==> src/rtl/vote_pkg.sv <==
// Shared types and constants for the ballot collector slice.
package vote_pkg;
  localparam int unsigned NUM_VOTERS = 4;
  localparam int unsigned WIN_W      = 8;

  typedef enum logic [1:0] {
    IDLE = 2'd0,
    OPEN = 2'd1,
    HOLD = 2'd2
  } state_t;
endpackage

==> src/rtl/vote_window_timer.sv <==
// Voting-window countdown: loads a cycle count, decrements while enabled,
// and flags the enabled cycle on which the count reaches zero.
module vote_window_timer
  import vote_pkg::*;
(
  input  logic             clk,
  input  logic             rst,
  input  logic             load,
  input  logic [WIN_W-1:0] load_val,
  input  logic             en,
  output logic             expired
);

  logic [WIN_W-1:0] r_count;

  always_ff @(posedge clk) begin
    if (rst) begin
      r_count <= '0;
    end else if (load) begin
      r_count <= load_val;
    end else if (en && (r_count != '0)) begin
      r_count <= r_count - 1'b1;
    end
  end

  // A zero count while enabled also expires so the window can never stick open.
  assign expired = en && (r_count <= WIN_W'(1));

endmodule

==> src/rtl/ballot_collector.sv <==
// Collects per-voter strobed votes over a bounded window and presents the
// ballot with a valid/ready handshake. Define BALLOT_LOCK_EN to make the
// first vote from each voter final (default: last vote wins).
module ballot_collector #(
  parameter int unsigned NUM_VOTERS    = 4,
  parameter int unsigned WINDOW_CYCLES = 16
) (
  input  logic                  clk,
  input  logic                  rst,
  input  logic                  start,
  input  logic [NUM_VOTERS-1:0] vote_stb,
  input  logic [NUM_VOTERS-1:0] vote_val,
  output logic                  busy,
  output logic [NUM_VOTERS-1:0] ballot,
  output logic [NUM_VOTERS-1:0] voted,
  output logic                  ballot_valid,
  input  logic                  ballot_ready
);
  import vote_pkg::*;

  localparam logic [WIN_W-1:0] WIN_LOAD = WIN_W'(WINDOW_CYCLES);

  state_t                r_state;
  logic [NUM_VOTERS-1:0] r_ballot;
  logic [NUM_VOTERS-1:0] r_voted;
  logic                  r_busy;
  logic                  r_valid;

  logic                  w_load;
  logic                  w_en;
  logic                  w_expired;
  logic [NUM_VOTERS-1:0] w_ballot_nxt;
  logic [NUM_VOTERS-1:0] w_voted_nxt;

  assign w_load = (r_state == IDLE) && start;
  assign w_en   = (r_state == OPEN);

  vote_window_timer u_timer (
    .clk      (clk),
    .rst      (rst),
    .load     (w_load),
    .load_val (WIN_LOAD),
    .en       (w_en),
    .expired  (w_expired)
  );

  always_comb begin
    w_ballot_nxt = r_ballot;
    w_voted_nxt  = r_voted | vote_stb;
    for (int unsigned n = 0; n < NUM_VOTERS; n++) begin
`ifdef BALLOT_LOCK_EN
      if (vote_stb[n] && !r_voted[n]) begin
        w_ballot_nxt[n] = vote_val[n];
      end
`else
      if (vote_stb[n]) begin
        w_ballot_nxt[n] = vote_val[n];
      end
`endif
    end
  end

  always_ff @(posedge clk) begin
    if (rst) begin
      r_state  <= IDLE;
      r_ballot <= '0;
      r_voted  <= '0;
      r_busy   <= 1'b0;
      r_valid  <= 1'b0;
    end else begin
      case (r_state)
        IDLE: begin
          if (start) begin
            r_state  <= OPEN;
            r_ballot <= '0;
            r_voted  <= '0;
            r_busy   <= 1'b1;
          end
        end
        OPEN: begin
          r_ballot <= w_ballot_nxt;
          r_voted  <= w_voted_nxt;
          // Close on the same edge that captures the last strobe or the final window cycle.
          if ((&w_voted_nxt) || w_expired) begin
            r_state <= HOLD;
            r_valid <= 1'b1;
          end
        end
        HOLD: begin
          if (ballot_ready) begin
            r_state <= IDLE;
            r_valid <= 1'b0;
            r_busy  <= 1'b0;
          end
        end
        default: begin
          r_state <= IDLE;
          r_valid <= 1'b0;
          r_busy  <= 1'b0;
        end
      endcase
    end
  end

  assign busy         = r_busy;
  assign ballot       = r_ballot;
  assign voted        = r_voted;
  assign ballot_valid = r_valid;

endmodule

==> config.mk <==
export PLATFORM = sky130hd
export DESIGN_NAME = ballot_collector
export DESIGN_NICKNAME = d
export VERILOG_FILES = /design/src/rtl/vote_pkg.sv /design/src/rtl/vote_window_timer.sv /design/src/rtl/ballot_collector.sv
export SDC_FILE = /design/constraint.sdc
export NUM_CORES = 1
export LEC_CHECK = 0
export ABC_CLOCK_PERIOD_IN_PS = 3200
export CORE_MARGIN = 8
export CORE_UTILIZATION = 30
export CTS_BUF_LIST = sky130_fd_sc_hd__clkbuf_4
export DETAILED_ROUTE_END_ITERATION = 12
export PLACE_DENSITY = 0.55
export SYNTH_ARGS = -nofsm -noshare
export SYNTH_HDL_FRONTEND = slang
export SYNTH_SLANG_ARGS = --single-unit
==> constraint.sdc <==
create_clock -name clk -period 3.2 [get_ports clk]
set_clock_uncertainty 0.05 [all_clocks]
set_input_delay 0.64 -clock clk [delete_from_list [all_inputs] [get_ports clk]]
set_output_delay 0.64 -clock clk [all_outputs]
set_load 0.01 [all_outputs]
# Word-level counts from Yosys, hierarchy flattened
# Index checks and enable logic that the tools add are counted.
# op_classes
bitwise,3
n_eq_ne,9
n_reduce_logical,18
order_cmp,1
addsub,1
muxes,18
# op_table
op,n
$reduce_and A3 Y1,7
$pmux W4 S2,2
$ne A2 B2 Y1 const B,7
$mux W5,2
$le A8 B1 Y1 const B,1
$reduce_bool A8 Y1,1
$sub A8 B1 Y8 const B,1
$mux W1,7
$mux W2,3
$pmux W1 S3,2
$pmux W2 S3,1
$mux W4,1
$or A4 B4 Y4,1
$reduce_and A4 Y1,1
$reduce_bool A2 Y1,2
$logic_and A1 B1 Y1,3
$eq A2 B1 Y1 const B,1
$eq A2 B2 Y1 const B,1
$logic_not A2 Y1,1
$not A1 Y1,2
$reduce_and A2 Y1,1
$reduce_or A2 Y1,1
$logic_or A1 B1 Y1,1
# word_totals
out_inout_bits,10
inputBits,12
register_bits,20

# Depth between registers and ports, before layout
# logic_depth
word_depth,5
ltp_mapped,6

# Hierarchy
# A second synthesis with hierarchy kept.
# hier_totals
cells_unflattened,126
area_unflattened_um2,1076.0
# by_module_without_submodules
module,cells_per_inst,area_per_inst_um2,instances
ballot_collector,64,563.0,1
vote_window_timer,62,513.0,1

# Worst setup path before layout
# No wires, ideal clock.
# synth_path
kind,flip-flop to flip-flop
startpoint,register u_timer.r_count[0]
endpoint,register u_timer.r_count[6]
path_slack_ns,1.798
t_arrival_ns,1.230
required_ns,3.028
path_stages_with_launch,7
cell_sequence,dfxtp_1 -> inv_1 -> ha_1 -> nor4b_4 -> nor4b_2 -> xnor2_1 -> nor2_1
# synth_via
elab_chain_len,2
elab_cells_between_ends,3
classes_between,add/sub: 1; reduce/logical: 2
# synth_lines
item,line,source
start: declaration,vote_window_timer.sv:14,logic [WIN_W-1:0] r_count;
start signal: assignment,vote_window_timer.sv:20,r_count <= load_val;
start signal: assignment,vote_window_timer.sv:22,r_count <= r_count - 1'b1;
"parallel branches: the longest is 2 deep, another holds $sub A8 B1 Y8",--,
# Parallel ways; which one is timed is not known.
# A chain may end at the register's enable or synchronous reset.

# Final worst setup path
# layout_path
startpoint,"register r_voted[0], in the netlist voted[0]"
endpoint,output voted[0]
# layout_lines
item,line,source
start: declaration,ballot_collector.sv:25,logic [NUM_VOTERS-1:0] r_voted;
start signal: assignment,ballot_collector.sv:82,r_voted <= w_voted_nxt;
end: declaration,ballot_collector.sv:15,"output logic [NUM_VOTERS-1:0] voted,"
# No word-level cell between the ends.

==> reports/results.ini <==
[status]
status=complete, no violations

[sta]
fmax_ghz=0.5142
rsz0062_at_grt=false
tightest_slew_ns=0.5332
min_period_ns=1.945
drv_slew=0
whs_ns=0.4304
finalSetupViolCount=0
post-route-period-util_pct=60.77
fin_setup_tns_ns=0
slew_headroom_pct=64.34
hold_viol_final=0

[final_layout]
nNetsFinal=142
fin_util_pct=41.07
design_area_sq_um=1244
area_delta_synth_final_pct=32.00
diodes=0
drive_above_1_share_pct=8.730

[worst_setup_path]
crit_arrival_ns=1.25
cp-startpoint=voted[0]
slowest_delay_ns=0.57
crit_path_end_kind=primary output
critPathKind=reg -> out
worstSetupStartpointType=flop
critPathBufInv=1
cp_max_fo=3
rr_startpoint=u_timer.r_count[0]
critPathRequiredTime_ns=2.51
cp_slowest_cell=clkdlybuf4s50_1
path_delay_family=buffers and inverters
cp_cell_sequence=clkdlybuf4s50_1

[yosys]
synthTopCellsByArea=dfxtp_1 42%, a21oi_1 6.4%, nor2_1 5.2%
synth-async-reset-ratio_pct=0
synth_seq_cells=20
synth.top_cells.by_count=20 x dfxtp_1, 13 x nor2_1, 12 x a21oi_1
yosysMostFrequentCell=dfxtp_1
synth_cells=104
synth_top_flop_cell=dfxtp_1
synth_top_area_share_pct=42.50
syn_nets=119
ys_seq_area_share_pct=42.50
syn_area_sq_um=942.2
yosysUniqueCellTypes=32
synth_area_per_cell_sq_um=9.059
yosys.area.top_type=dfxtp_1
synth-edff-count=0
ys_warn_count=0

[grt]
grt_pass1_vias=726
overflow=0
grt_max_degree=16
track_usage_pct=7.809
grt_pass1_wl_um=3215
antenna_found_initial=0

[cts]
clockBufferDepth=2
path_clk_slew_ns=0.12
cts_root_buf=clkbuf_4
postCtsSetupRepairBufs=0
htreeDepth=1
ctsHoldBuffers=0
cts_sinks=20
cts_buffers=3
clk_latency_ns=0.30
tritoncts=built
cts_resized=0

[floorplan]
chipHeight_um=72.04
fp.dieW_um=72.04
start_util_pct=31.12
core_area_sq_um=3028
io_pins=22
rows=20
die-area_sq_um=5190

[detailed_routing]
drc=0
wl_per_cell_um=11.87
vias=763
vias_per_cell=4.488
drt-initial-drc-count=26
detail-route-antenna-nets=0
wl_um=2018
first_pass_iters=4

[hold_path]
hold_class=reg -> reg
hp-start=ballot[1]

[placement]
gp_congestion=0.7374
dpl-instance-area_sq_um=1191
dp.final_hpwl_um=1529
placement.io_buffers=21

[power]
ir_drop_uv=179.7
totalPowerFinal_uw=637.1
powerDensity_nw_per_um2=512.3
power.leakage_nw=0.4382

[run]
maxCapViolations=0

[where the power goes]
part	total (mW)	internal, mW	switching [mW]	leakage (nW)
sequential	0.286	0.268	0.0186	0.163
combinational	0.144	0.0735	0.0708	0.247
clock	0.207	0.127	0.0800	0.0279
total	0.637	0.468	0.169	0.438
[area by class of cell]
cell class,instances,area [sq um]
fillers,324,1784
multi-input cells,76,506.7
flip-flops and latches,20,400.4
repair buffers,21,210.2
well taps,44,55.05
clock inverters,1,30.03
clock buffers,3,22.52
inverters,5,18.77
[through the flow]
step | worst slack, ns | instances
3_3_place_gp | 1.136 | 166
6_report | 1.255 | 170
5_1_grt | 1.185 | 170
3_5_place_dp | 1.087 | 166
2_1_floorplan | 1.798 | 104
4_1_cts | 1.257 | 170
[per-layer routing]
layer / global-route usage (%) / vias to the layer above / wire [um]
li1: - / 407 / -
met1: 9.360 / 336 / 968
met2: 11.13 / 18 / 843
met3: 5.096 / 2 / 190
met4: 2.041 / 0 / 16
met5: 0 / - / 0
[sequential cells by signal, summed over array words and instances, names as in the netlist]
name             flops
busy                 1
r_state              2
voted                4
ballot               4
ballot_valid         1
u_timer.r_count      8
[final timing paths]
kind                      to  slack [ns]  cells past startpoint
hold reg to reg    ballot[1]        0.43                      2
setup reg to reg  r_state[1]        1.60                      6
hold / removal     ballot[1]        0.43                      2
setup / recovery    voted[0]        1.26                      1
[cells by family after synthesis]
logic type | count (synthesis) | share of synthesized area [%]
buffers and inverters | 8 | 3.718
adders and majority gates | 3 | 3.984
muxes | 2 | 2.125
and+or+nand+nor | 45 | 28.82
DFF | 20 | 42.50
xor gates and xnor gates | 4 | 3.719
AOI/OAI and AO/OA | 22 | 15.14
[layout by cell type, fill, tap and decap left out, drive strengths merged, types with 3 or more instances in the layout]
cell type      synthesis  layout
a21oi                 12      12
inv                    5       5
ha                     3       3
nand3                  9       9
clkbuf                 1       3
nor4b                  3       3
nor2                  13      13
nand2                  9       9
clkdlybuf4s50          0      21
dfxtp                 20      20
(Power assumes the default switching activity.)
